**config.mk**
```make
export PLATFORM = sky130hd
export DESIGN_NAME = xgmii_rs
export DESIGN_NICKNAME = d
export VERILOG_FILES = /design/src/rtl/xgmii_rs.sv
export SDC_FILE = /design/constraint.sdc
export NUM_CORES = 1
export LEC_CHECK = 0
export BUFFER_PORTS_ARGS = -buffer_cell sky130_fd_sc_hd__buf_2
export CORE_UTILIZATION = 25
export CTS_BUF_LIST = sky130_fd_sc_hd__clkbuf_8
export CTS_CLUSTER_SIZE = 8
export DETAILED_ROUTE_END_ITERATION = 6
export PLACE_DENSITY = 0.6
export SLEW_MARGIN = 20
export SYNTH_ARGS = -nofsm -noshare
export SYNTH_HDL_FRONTEND = slang
export SYNTH_SLANG_ARGS = --single-unit
```
**constraint.sdc**
```tcl
create_clock -name clk -period 5.9 [get_ports clk]
set_input_delay 1.18 -clock clk [delete_from_list [all_inputs] [get_ports clk]]
set_output_delay 1.18 -clock clk [all_outputs]
set_load 0.02 [all_outputs]
```
**src/rtl/xgmii_rs.sv**
```systemverilog
// XGMII reconciliation sublayer: link fault signalling state machine, transmit
// fault override and receive start/error statistics, all registered.
module xgmii_rs #(
    parameter int FAULT_WINDOW = 128,
    parameter int FAULT_THRESH = 4
) (
    input  logic        clk,
    input  logic        rst,
    input  logic [71:0] rx_dc,
    input  logic [71:0] tx_in_dc,
    output logic [71:0] tx_out_dc,
    output logic        link_up,
    output logic        local_fault,
    output logic        remote_fault,
    output logic [31:0] frame_count,
    output logic [15:0] error_count
);
    localparam int FW = $clog2(FAULT_THRESH + 1);
    localparam int WW = $clog2(FAULT_WINDOW + 1);

    localparam logic [35:0] IDLE_COL = {4{9'h107}};
    localparam logic [35:0] RF_COL   = {9'h002, 9'h000, 9'h000, 9'h19C};
    localparam logic [71:0] IDLE_WORD = {IDLE_COL, IDLE_COL};
    localparam logic [71:0] RF_WORD   = {RF_COL, RF_COL};

    typedef enum logic [1:0] {ST_OK = 2'd0, ST_LF = 2'd1, ST_RF = 2'd2} state_t;
    typedef enum logic [1:0] {SEQ_NONE = 2'd0, SEQ_LF = 2'd1, SEQ_RF = 2'd2} seq_t;

    // Lane 0 of the column carries the sequence control, lane 3 the fault code.
    function automatic logic is_seq_col(input logic [35:0] col, input logic [7:0] code);
        return col == {1'b0, code, 9'h000, 9'h000, 9'h19C};
    endfunction

    state_t        state_r, state_s;
    seq_t          seq_r, seq_s, word_type_s;
    logic [FW-1:0] fcnt_r, fcnt_s;
    logic [WW-1:0] wcnt_r, wcnt_s;
    logic          lf_word_s, rf_word_s;
    logic [1:0]    sof_s;
    logic [3:0]    nerr_s;
    logic [32:0]   frame_sum_s;
    logic [16:0]   err_sum_s;
    logic [71:0]   tx_s;

    assign lf_word_s   = is_seq_col(rx_dc[35:0], 8'h01) | is_seq_col(rx_dc[71:36], 8'h01);
    assign rf_word_s   = is_seq_col(rx_dc[35:0], 8'h02) | is_seq_col(rx_dc[71:36], 8'h02);
    assign word_type_s = lf_word_s ? SEQ_LF : (rf_word_s ? SEQ_RF : SEQ_NONE);

    // State and fault-qualification counter register
    always_ff @(posedge clk) begin
        if (rst) begin
            state_r <= ST_OK;
            seq_r   <= SEQ_NONE;
            fcnt_r  <= '0;
            wcnt_r  <= '0;
        end else begin
            state_r <= state_s;
            seq_r   <= seq_s;
            fcnt_r  <= fcnt_s;
            wcnt_r  <= wcnt_s;
        end
    end

    // Next state: fault sequences qualify, a full window of clean words clears
    always_comb begin
        state_s = state_r;
        seq_s   = seq_r;
        fcnt_s  = fcnt_r;
        wcnt_s  = wcnt_r;
        if (word_type_s != SEQ_NONE) begin
            wcnt_s = '0;
            if (word_type_s == seq_r) begin
                if (fcnt_r < FW'(FAULT_THRESH)) begin
                    fcnt_s = fcnt_r + FW'(1);
                end else begin
                    fcnt_s = fcnt_r;
                end
            end else begin
                seq_s  = word_type_s;
                fcnt_s = FW'(1);
            end
            if (fcnt_s >= FW'(FAULT_THRESH)) begin
                state_s = (seq_s == SEQ_LF) ? ST_LF : ST_RF;
            end else begin
                state_s = state_r;
            end
        end else if (wcnt_r == WW'(FAULT_WINDOW - 1)) begin
            wcnt_s  = '0;
            fcnt_s  = '0;
            state_s = ST_OK;
        end else begin
            wcnt_s = wcnt_r + WW'(1);
        end
    end

    // Output decode: transmit override and receive statistics increments
    always_comb begin
        sof_s  = {1'b0, rx_dc[8:0] == 9'h1FB} + {1'b0, rx_dc[44:36] == 9'h1FB};
        nerr_s = 4'd0;
        for (int i = 0; i < 8; i++) begin
            if (rx_dc[9*i +: 9] == 9'h1FE) begin
                nerr_s = nerr_s + 4'd1;
            end else begin
                nerr_s = nerr_s;
            end
        end
        frame_sum_s = {1'b0, frame_count} + {31'd0, sof_s};
        err_sum_s   = {1'b0, error_count} + {13'd0, nerr_s};
        case (state_s)
            ST_OK:   tx_s = tx_in_dc;
            ST_LF:   tx_s = RF_WORD;
            ST_RF:   tx_s = IDLE_WORD;
            default: tx_s = IDLE_WORD;
        endcase
    end

    // Output registers; status and transmit word change on the same edge
    always_ff @(posedge clk) begin
        if (rst) begin
            tx_out_dc    <= IDLE_WORD;
            link_up      <= 1'b1;
            local_fault  <= 1'b0;
            remote_fault <= 1'b0;
            frame_count  <= 32'd0;
            error_count  <= 16'd0;
        end else begin
            tx_out_dc    <= tx_s;
            link_up      <= (state_s == ST_OK);
            local_fault  <= (state_s == ST_LF);
            remote_fault <= (state_s == ST_RF);
            frame_count  <= frame_sum_s[32] ? 32'hFFFF_FFFF : frame_sum_s[31:0];
            error_count  <= err_sum_s[16] ? 16'hFFFF : err_sum_s[15:0];
        end
    end
endmodule

```
# Yosys cells after proc, flatten, opt, wreduce, memory -nomap -nowiden
# Cells that the tools add are included.
classes:
  n_lt_le_gt_ge: 2
  n_addsub: 12
  muxes: 24
  eq_ne: 19
  n_reduce_logical: 4
  bitwise_logic: 2
op_table:
  columns: ["cell", "count"]
  rows:
  - ["72-bit one-hot mux with 2 select lines", 1]
  - ["9-bit == test (second input constant)", 10]
  - ["36-bit by 28-bit == test with 1-bit output (second input constant)", 2]
  - ["36-bit by 29-bit == test with 1-bit output (second input constant)", 2]
  - ["32-bit by 2-bit adder with 33-bit output", 1]
  - ["32-bit two-way mux", 1]
  - ["4-bit by 1-bit adder with 4-bit output (second input constant)", 7]
  - ["4-bit two-way mux", 7]
  - ["16-bit by 4-bit adder with 17-bit output", 1]
  - ["16-bit two-way mux", 1]
  - ["2-bit two-way mux", 8]
  - ["3-bit two-way mux", 5]
  - ["8-bit by 1-bit adder with 8-bit output (second input constant)", 1]
  - ["8-bit by 7-bit == test with 1-bit output (second input constant)", 1]
  - ["2-bit by 1-bit == test with 1-bit output (second input constant)", 2]
  - ["2-bit nonzero test", 2]
  - ["3-bit by 1-bit adder with 3-bit output (second input constant)", 1]
  - ["3-bit >= comparator (second input constant)", 1]
  - ["3-bit less-than comparator (second input constant)", 1]
  - ["3-bit OR reduction", 1]
  - ["1-bit by 1-bit adder with 2-bit output", 1]
  - ["2-bit == test", 1]
  - ["2-bit == test (second input constant)", 1]
  - ["2-bit logical NOT", 1]
  - ["2 further kinds", 3]
word_totals:
  inputBits: 146
  ff_bits: 138

# Depth between registers and ports, before layout
# Gate-level depths: netlist of the first run.
depth:
  ltp_word: 18
  depth_mapped: 27
  depth_no_buf: 27

# Worst setup path after synthesis of the first run
# OpenSTA, ideal clock, no wires.
synth_timing:
  kind: "input -> register"
  start: "input rx_dc[15]"
  end: "register error_count[10]"
  setup_time_ns: 0.070
  stages: 25
  path_buffers: 1
  path_slack_ns: -0.322
  arrival_ns: 6.152
  required_time_ns: 5.830
  path_cell_list: "nand4_1 -> or4_1 -> inv_1 -> ha_1 -> xnor2_1 -> inv_1 -> ha_1 -> nand2_1 -> o21ai_0 -> xnor2_1 -> a21oi_1 -> ha_1 -> a22o_1 -> mux2_2 -> ha_1 -> mux2_2 -> inv_1 -> fa_1 -> nor2b_1 -> o21ai_0 -> a21oi_1 -> nand2_1 -> or3_1 -> clkbuf_1 -> a21oi_1"
synth_via:
  elab_chain_cells: 16
synth_lines:
  columns: ["element", "line", "rtl"]
  rows:
  - ["start: declaration", "9", "input logic [71:0] rx_dc,"]
  - ["9-bit == test (*)", "101", "if (rx_dc[9*i +: 9] == 9'h1FE) begin"]
  - ["4-bit two-way mux (*)", "101", null]
  - ["4-bit by 1-bit adder with 4-bit output", "102", "nerr_s = nerr_s + 4'd1;"]
  - ["4-bit two-way mux (*)", "101", null]
  - ["4-bit by 1-bit adder with 4-bit output", "102", null]
  - ["4-bit two-way mux (*)", "101", null]
  - ["4-bit by 1-bit adder with 4-bit output", "102", null]
  - ["4-bit two-way mux (*)", "101", null]
  - ["4-bit by 1-bit adder with 4-bit output", "102", null]
  - ["4-bit two-way mux (*)", "101", null]
  - ["4-bit by 1-bit adder with 4-bit output", "102", null]
  - ["4-bit two-way mux (*)", "101", null]
  - ["4-bit by 1-bit adder with 4-bit output", "102", null]
  - ["4-bit two-way mux (*)", "101", null]
  - ["16-bit by 4-bit adder with 17-bit output (*)", "108", "err_sum_s = {1'b0, error_count} + {13'd0, nerr_s};"]
  - ["16-bit two-way mux (*)", "132", "error_count <= err_sum_s[16] ? 16'hFFFF : err_sum_s[15:0];"]
  - ["end signal: assignment", "132", null]
  - ["end: declaration", "16", "output logic [15:0] error_count"]
# Mark *: on every way between the ends. The rest lies on a longest branch, timed or not.
# A chain may end at the register's enable or synchronous reset.

# Final worst setup path of the first run
layout_timing:
  start: "input rx_dc[15]"
  end: "register error_count[2]"
# The elaborated chain is that of the path after synthesis.

==> results of run 1 <==
## timing repair
item | CTS | global route
buffers inserted | 0 | 4
setup endpoints to repair | 0 | 16
gates resized for setup | 0 | 13
hold endpoints to repair | 0 | 0
## final cells by class
| type | instances | area (um2) | area share [%] |
|---|---|---|---|
| inverter | 31 | 116 | 1.39 |
| tap | 319 | 399 | 4.77 |
| clock inverter | 13 | 170 | 2.04 |
| multi-input combinational | 448 | 3110 | 37.2 |
| sequential | 138 | 2760 | 33.0 |
| timing repair buffer | 296 | 1550 | 18.6 |
| clock buffer | 18 | 248 | 2.96 |
## critical path, stage by stage
cell and delay [ns]:
buf_2 0.09, nand4_1 0.09, or4_4 0.51, inv_2 0.10
ha_4 0.21, xnor2_2 0.15, buf_4 0.14, xor2_1 0.13
mux2_4 0.28, ha_4 0.28, xor2_1 0.13, o221ai_1 0.14
ha_1 0.33, mux2_2 0.28, ha_1 0.27, mux2_2 0.15
inv_1 0.05, fa_1 0.40, nor2b_1 0.12, o21ai_1 0.09
a21oi_2 0.19, nand2_2 0.10, or3_4 0.47, a21oi_1 0.15
## power groups by stage
stage          Clock [W]  Combinational (W)  Sequential (W)
6_report        0.000817           0.000168        0.000966
2_1_floorplan          0          0.0000450         0.00102
3_5_place_dp           0           0.000169        0.000988
3_3_place_gp           0           0.000167        0.000987
4_1_cts         0.000853           0.000170        0.000966
5_1_grt         0.000890           0.000183        0.000969
## state kept, by name, summed over array words and instances, names as in the netlist
register      flops
fcnt_r            3
seq_r             2
frame_count      32
error_count      16
tx_out_dc        72
wcnt_r            8
state_r           2
local_fault       1
link_up           1
remote_fault      1
## cell families after synthesis
| family | Yosys count | synth area share (%) |
|---|---|---|
| adder cells (fa/ha/maj) | 18 | 3.98 |
| multiplexers | 7 | 1.24 |
| AND/OR/NAND/NOR | 246 | 22.9 |
| AO/OA/AOI/OAI | 113 | 12.1 |
| flip-flops | 138 | 45.8 |
| buffers and inverters | 54 | 4.09 |
| XOR/XNOR | 63 | 9.88 |
## stage by stage
step / util, % / setup slack [ns] / hold slack [ns] / cells / setup TNS (ns)
2_1_floorplan: - / 0.00463 / 0.430 / 639 / 0
3_3_place_gp: 33.4 / -0.185 / 0.444 / 1227 / -1.86
3_5_place_dp: 33.4 / -0.298 / 0.459 / 1227 / -3.23
4_1_cts: 35.2 / 0.169 / 0.485 / 1258 / 0
5_1_grt: 35.5 / -0.0623 / 0.506 / 1263 / -0.317
6_report: 35.5 / 0.229 / 0.486 / 1263 / 0
## worst paths after layout
check	startpoint	end	slack, ns	depth (start not counted)
max	rx_dc[15]	error_count[2]	0.23	24
min	wcnt_r[0]	wcnt_r[0]	0.49	1
max reg2reg	frame_count[0]	frame_count[11]	3.12	8
min reg2reg	wcnt_r[0]	wcnt_r[0]	0.49	1
## synthesized netlist by cell type (5+ instances only)
| library cell | instances | area, um2 |
|---|---|---|
| a21oi_1 | 54 | 270 |
| xor2_1 | 33 | 289 |
| o21ai_0 | 10 | 50.1 |
| nand2b_1 | 11 | 68.8 |
| nor2_1 | 36 | 135 |
| ha_1 | 16 | 200 |
| a21o_1 | 27 | 203 |
| dfxtp_1 | 138 | 2760 |
| buf_6 | 5 | 56.3 |
| xnor2_1 | 26 | 228 |
| nor4_1 | 16 | 100 |
| nand4_1 | 12 | 75.1 |
| and2_1 | 37 | 231 |
| nor3_1 | 8 | 40.0 |
| clkbuf_1 | 13 | 48.8 |
| and3_1 | 13 | 81.3 |
| inv_1 | 31 | 116 |
| nand2_1 | 44 | 165 |
| nor2b_1 | 5 | 31.3 |
| nand3_1 | 36 | 180 |
## per-layer routing
| metal | routed length, um | up-vias | GRT usage, % |
|---|---|---|---|
| met1 | 7250 | 2508 | 15.3 |
| li1 | - | 2804 | - |
| met3 | 893 | 20 | 3.94 |
| met4 | 275 | 0 | 5.13 |
| met2 | 7790 | 139 | 20.9 |
| met5 | 0 | - | 0 |
## layout by cell type, fill, tap and decap left out, types with 5 or more instances in the layout
cell type and count:
a21o_1 27, a21oi_1 50, and2_1 37, and3_1 13
buf_2 268, buf_4 28, clkbuf_8 18, dfxtp_1 138
ha_1 14, inv_1 31, nand2_1 43, nand2b_1 11
nand3_1 36, nand4_1 12, nor2_1 34, nor2b_1 5
nor3_1 8, nor4_1 16, o21ai_0 7, xnor2_1 25
xor2_1 33
==> impl_metrics.toml, run 1 <==
[outcome]
status = "finished, final reports clean"

[clock_tree]
cts_buffers = 17
cts_hold_buf = 0
insertion_delay_ns = 0.43
clk_pin_slew_ns = 0.08
htree_num_levels = 4
cts_root_buf = "clkbuf_8"
tritoncts = "built"
clockBufferDepth = 2
cts_num_sinks = 138

[worst_setup_path]
end_kind = "flop"
crit_type = "input pin to flop"
path_max_fanout = 7
arrival_ns = 6.03
cp.required_ns = 6.26
start_kind = "input pin"

[synthesis]
netlist_area_um2 = 6030
synth.distinct_cells = 59
ys_ff_latch = 138
synthCells = 639
synth_area_per_cell_um2 = 9.44
syn_nets = 803
synth_ff_type = "dfxtp_1"
ys_seq_area_share_pct = 45.8
async_flop_share_pct = 0
ys_warn_count = 0
synth_edf_count = 0

[timing]
setup_viol = 0
skew_ns = 0.0113
slew_headroom_pct = 35.7
max_freq_ghz = 0.176
period_needed_ns = 5.67
hold_viol_final = 0
fin_crit_sh_pct = 96.1
worstMarginPinSlew_ns = 0.962
drv_slew = 0

[pwr]
total_power_w = 0.00195
share_comb_of_total_power_pct = 8.6
seqPwrFrac_pct = 49.5
leakagePower_nw = 3.88
power_density_nw_per_um2 = 233
pwr-share-clk_pct = 41.9
internal_power_w = 0.00147
peakVddDrop_v = 0.000116
power.switching_w = 0.000485
p_sw_share_pct = 24.9

[placed_design]
place_area_um2 = 7860
gp_congestion = 0.835
io_buffers = 268
dp_hpwl_um = 12300

[layout]
antenna_cells = 0
fin_area_um2 = 8360
drive_gt1_share_pct = 38.6
nFillCells = 2522
nets = 1096
syn2layout_area_growth_pct = 38.6

[detailed_routing]
first_iter_violations = 237
dr_total_vias = 5471
route.detailed.drc = 0
wl_per_cell_um = 12.8
firstDrtPassIters = 4
detail-route-antenna-nets = 0
routed_via_density = 4.33
routed_wl_um = 16200

[worst_hold_path]
hp-class = "flop to flop"

[floorplan]
ioPinCount = 269
core_um2 = 23500
die_y_um = 157
die_w_um = 157
rows = 56
start_util_pct = 25.6
fp.dieArea_um2 = 24700

[grt]
grt_first_pass_wirelength_um = 24900
grt_max_degree = 41
grt_pass1_vias = 5210
antenna_found_initial = 0
grt_use_total_pct = 12.7
grt-ovfl-total = 0

[job]
cap_violations = 0
(Power assumes the default switching activity.)
==> inputs of run 2 (changes only) <==
--- a/config.mk
+++ b/config.mk
@@ -7,10 +7,10 @@
 export LEC_CHECK = 0
 export BUFFER_PORTS_ARGS = -buffer_cell sky130_fd_sc_hd__buf_2
 export CORE_UTILIZATION = 25
-export CTS_BUF_LIST = sky130_fd_sc_hd__clkbuf_8
 export CTS_CLUSTER_SIZE = 8
 export DETAILED_ROUTE_END_ITERATION = 6
-export PLACE_DENSITY = 0.6
+export GPL_ROUTABILITY_DRIVEN = 1
+export PLACE_DENSITY = 0.59
 export SLEW_MARGIN = 20
 export SYNTH_ARGS = -nofsm -noshare
 export SYNTH_HDL_FRONTEND = slang
==> constraint.sdc (replaced) <==
create_clock -name clk -period 6.4 [get_ports clk]
set_input_delay 1.28 -clock clk [delete_from_list [all_inputs] [get_ports clk]]
set_output_delay 1.28 -clock clk [all_outputs]
set_load 0.02 [all_outputs]
==> run 2 against run 1 <==
Net effect:
- cell area is 0.60% higher
- sequential power is 7.8% lower
- sequential share of layout area is 0.20 points lower
- largest power group is now the clock network
- combinational power is 8% lower
- highest routed layer unchanged
- worst setup slack better by 0.24 ns
- clock power is 21% higher
- worst hold slack worse by 0.026 ns
==> impl_metrics.toml, run 2 (synthesized netlist as in run 1, its figures left out) <==
[worst_setup_path]
start_kind = "input pin"
critPathMostFrequentCell = "ha_1"
arrival_ns = 6.27
max_stage_delay_ns = 0.53
cp_slowest_cell = "or4_1"
path_max_fanout = 10
cp.required_ns = 6.74
crit_type = "input pin to flop"
end_kind = "flop"

[floorplan]
start_util_pct = 25.6
die_y_um = 157
die_w_um = 157
ioPinCount = 269
core_um2 = 23500
fp.dieArea_um2 = 24700
rows = 56

[timing]
setup_viol = 0
slew_headroom_pct = 34.4
worstMarginPinSlew_ns = 0.981
drv_slew = 0
skew_ns = 0.0113
hold_viol_final = 0
rsz0062_at_grt = "no"
finalWorstSetupSlack_ns = 0.467
fin_crit_sh_pct = 92.7
max_freq_ghz = 0.169
period_needed_ns = 5.93

[layout]
largest_register_ffs = 72
final_common_cell = "buf_2"
antenna_cells = 0
mostFrequentLayoutCells = "buf_2, dfxtp_1, a21oi_1"
top_register = "tx_out_dc"
final_cell_count_no_fill = 1257
nets = 1089
multiInputGateArea_um2 = 3040
layout.area.seq_um2 = 2760
syn2layout_area_growth_pct = 39.5
drive_gt1_share_pct = 36.9
reg.largest.list = "tx_out_dc (72), frame_count (32), error_count (16)"
fin_area_um2 = 8410
nFillCells = 2485

[grt]
antenna_found_initial = 0
grt-ovfl-total = 0
grt_max_degree = 56
grt_pass1_vias = 5218
grt_first_pass_wirelength_um = 25500
grt_use_total_pct = 13.0

[clock_tree]
post-cts-setup-buffers = 0
clockBufferDepth = 2
htree_num_levels = 4
cts_root_buf = "clkbuf_16"
cts_num_sinks = 138
cts_resized = 0
tritoncts = "built"
insertion_delay_ns = 0.41
cts_hold_buf = 0
cts_buffers = 17
clk_pin_slew_ns = 0.06

[worst_hold_path]
hp-class = "flop to flop"

[placed_design]
dp_hpwl_um = 12400
gp_congestion = 0.817
place_area_um2 = 7820
place_inst = 1225
post-place-ws_ns = -0.0657
io_buffers = 268

[detailed_routing]
firstDrtPassIters = 4
detail-route-antenna-nets = 0
wl_per_cell_um = 13.0
routed_wl_um = 16300
first_iter_violations = 182
routed_via_density = 4.32
dr_total_vias = 5435
route.detailed.drc = 0

[pwr]
total_power_w = 0.00203
leakagePower_nw = 3.93
power_density_nw_per_um2 = 242
peakVddDrop_v = 0.000138

[job]
cap_violations = 0

[outcome]
status = "finished, final reports clean"
-- run 2: cell count changes in the layout (fill, tap and decap cells not counted), sizes merged --
cell,previous run,this run
inv,35,37
clkinv,4,5
or3,2,1
bufinv,3,2
clkbuf,18,17
buf,296,290
-- run 2: final timing paths --
kind                       start        endpoint  slack, ns  depth (start not counted)
setup / recovery       rx_dc[14]  error_count[6]       0.47                         26
hold / removal         wcnt_r[0]       wcnt_r[0]       0.46                          1
setup reg to reg  frame_count[0]  frame_count[0]       3.63                          8
hold reg to reg        wcnt_r[0]       wcnt_r[0]       0.46                          1
-- run 2: metrics by stage --
step,utilization [%],TNS [ns],hold WS (ns)
6_report,35.7,0,0.460
5_1_grt,35.7,0,0.502
4_1_cts,35.7,0,0.465
3_5_place_dp,33.2,-0.675,0.452
3_3_place_gp,33.2,0,0.445
2_1_floorplan,-,0,0.430
-- run 2: cell type report --
class	instances	share of cell area (%)
flip-flops and latches	138	32.8
clock inverters	15	1.93
clock buffers	17	5.06
inverters	31	1.38
well taps	319	4.75
repair buffers	290	17.9
multi-input cells	447	36.1
-- run 2: routing by layer --
metal / up-vias / GRT usage [%] / routed length [um]
met4: 0 / 4.11 / 168
met2: 136 / 22.3 / 8050
met1: 2498 / 16.0 / 7280
met5: - / 0 / 0
met3: 10 / 3.28 / 790
li1: 2791 / - / -
-- run 2: power breakdown --
part | internal, W | switching [W]
sequential | 0.000885 | 0.00000630
combinational | 0.0000683 | 0.0000853
clock | 0.000582 | 0.000405
-- run 2: worst max-delay path, delay by kind of cell --
family | cells | cell delay (ns)
compound gates | 6 | 0.87
xor+xnor | 2 | 0.44
fa+ha+maj | 5 | 1.47
buf+inv | 5 | 0.51
mux | 2 | 0.42
simple gates | 6 | 1.27
==> inputs of run 3 (changes only) <==
--- a/config.mk
+++ b/config.mk
@@ -6,11 +6,13 @@
 export NUM_CORES = 1
 export LEC_CHECK = 0
 export BUFFER_PORTS_ARGS = -buffer_cell sky130_fd_sc_hd__buf_2
+export CELL_PAD_IN_SITES_DETAIL_PLACEMENT = 0
+export CELL_PAD_IN_SITES_GLOBAL_PLACEMENT = 1
 export CORE_UTILIZATION = 25
 export CTS_CLUSTER_SIZE = 8
 export DETAILED_ROUTE_END_ITERATION = 6
 export GPL_ROUTABILITY_DRIVEN = 1
-export PLACE_DENSITY = 0.59
+export PLACE_DENSITY = 0.72
 export SLEW_MARGIN = 20
 export SYNTH_ARGS = -nofsm -noshare
 export SYNTH_HDL_FRONTEND = slang
==> run 3 against run 2 <==
Net effect:
- worst hold slack better by 0.0020 ns
- sequential share of layout area about the same
- total power down 1.6%
- register-to-register slack worse by 0.05 ns
- worst setup slack lost 0.079 ns
- clock power is 3.3% lower
- non-clock buffer count is 2 higher
- clock skew rose by 0.0028 ns
- die area stayed put
- combinational power is essentially flat
- largest cell class unchanged
==> impl_metrics.toml, run 3 (synthesized netlist as in run 1, its figures left out) <==
[outcome]
status = "finished, final reports clean"

[grt]
antenna_found_initial = 0
grt_use_total_pct = 13.0
grt_util_met3_pct = 3.94
gr-usage-met2_pct = 21.4
grt-ovfl-total = 0
grt_max_degree = 56
grt_pass1_vias = 5093
grt_first_pass_wirelength_um = 25200
busiest_layer = "met2"
grt_use_met1_pct = 15.9

[detailed_routing]
routed_via_density = 4.35
wl_per_cell_um = 13.0
first_iter_violations = 207
dr_total_vias = 5481
route.detailed.drc = 0
firstDrtPassIters = 5
detail-route-antenna-nets = 0
routed_wl_um = 16300

[clock_tree]
clk_pin_slew_ns = 0.06
insertion_delay_ns = 0.42
htree_num_levels = 4
post-cts-setup-buffers = 0
tritoncts = "built"
cts_buffers = 17
cts_root_buf = "clkbuf_16"
clockBufferDepth = 2
cts_num_sinks = 138

[floorplan]
die_y_um = 157
rows = 56
fp.dieArea_um2 = 24700
die_w_um = 157
ioPinCount = 269
core_um2 = 23500
start_util_pct = 25.6

[layout]
nets = 1091
final_cell_count_no_fill = 1259
mostFrequentLayoutCells = "buf_2, dfxtp_1, a21oi_1"
antenna_cells = 0
syn2layout_area_growth_pct = 39.3
final_common_cell = "buf_2"
drive_gt1_share_pct = 37.0
reg.largest.list = "tx_out_dc (72), frame_count (32), error_count (16)"
largest_register_ffs = 72
utilization_pct = 35.7
top_register = "tx_out_dc"

[timing]
whs_ns = 0.462
max_freq_ghz = 0.166
rsz0062_at_grt = "no"
period_needed_ns = 6.01
drv_slew = 0
finalWorstSetupSlack_ns = 0.388
slew_headroom_pct = 31.8
hold_viol_final = 0
setup_viol = 0
worstMarginPinSlew_ns = 1.02
fin_crit_sh_pct = 93.9
skew_ns = 0.0142

[worst_setup_path]
path_max_fanout = 8
end_kind = "flop"
cp.required_ns = 6.74
crit_type = "input pin to flop"
start_kind = "input pin"
arrival_ns = 6.35

[placed_design]
place_inst = 1227
io_buffers = 268
post-place-ws_ns = -0.108
gp_congestion = 0.797
dp_hpwl_um = 12300

[pwr]
total_power_w = 0.00200
power_density_nw_per_um2 = 238
peakVddDrop_v = 0.000181
leakagePower_nw = 3.93

[worst_hold_path]
hp-class = "flop to flop"

[job]
cap_violations = 0
-- run 3: cell count changes in the layout (fill, tap and decap cells not counted) --
cell and delta:
bufinv_16 -2, clkbuf_8 +1, clkinv_2 -2, inv_8 +3, buf_4 +2
-- run 3: per-layer routing --
metal	vias to the layer above	wire [um]	part of all wire [%]
met5	-	0	0
met4	0	250	1.5
met3	16	1040	6.3
met2	160	7660	47
met1	2515	7390	45
li1	2790	-	-
-- run 3: worst paths after layout --
path / cells past startpoint / to / slack, ns / from
max: 26 / error_count[9] / 0.39 / rx_dc[15]
min: 1 / wcnt_r[0] / 0.46 / wcnt_r[0]
max reg2reg: 8 / frame_count[18] / 3.58 / frame_count[0]
min reg2reg: 1 / wcnt_r[0] / 0.46 / wcnt_r[0]
-- run 3: final cells by class --
cell class / count / area [um2]
clock inverters: 14 / 126
flip-flops and latches: 138 / 2760
inverters: 31 / 116
repair buffers: 292 / 1520
well taps: 319 / 399
clock buffers: 18 / 439
multi-input cells: 447 / 3040
fillers: 2506 / 15100
-- run 3: power by group --
group	leakage [nW]	internal [W]	switching, W
Sequential	1.13	0.000884	0.00000649
Clock	0.276	0.000524	0.000431
Combinational	2.52	0.0000685	0.0000848
-- run 3: worst max-delay path, cell delays in order --
cell and delay (ns):
buf_2 0.09, nand4_1 0.08, or4_1 0.53, inv_1 0.10
ha_1 0.27, xnor2_2 0.23, inv_1 0.06, ha_1 0.27
nand2_1 0.07, o21ai_0 0.14, xnor2_1 0.24, a21oi_1 0.10
ha_1 0.28, a22o_1 0.21, mux2_2 0.28, ha_1 0.28
mux2_2 0.16, inv_1 0.05, fa_1 0.41, nor2b_1 0.11
o21ai_0 0.10, a21oi_1 0.21, nand2_1 0.11, or3_1 0.40
buf_4 0.18, a21oi_1 0.12
-- run 3: what timing repair did --
action / CTS / global route
hold endpoints to repair: 0 / 0
gates resized for setup: 0 / 1
endpoints found under the setup margin: 0 / 4
hold buffers: 0 / 0
-- run 3: metrics by stage --
step,area [um2],TNS [ns]
floorplan,6030,0
CTS,8400,0
detailed placement,7830,-1.20
global placement,7830,-0.0876
global route,8400,0
finish,8400,0
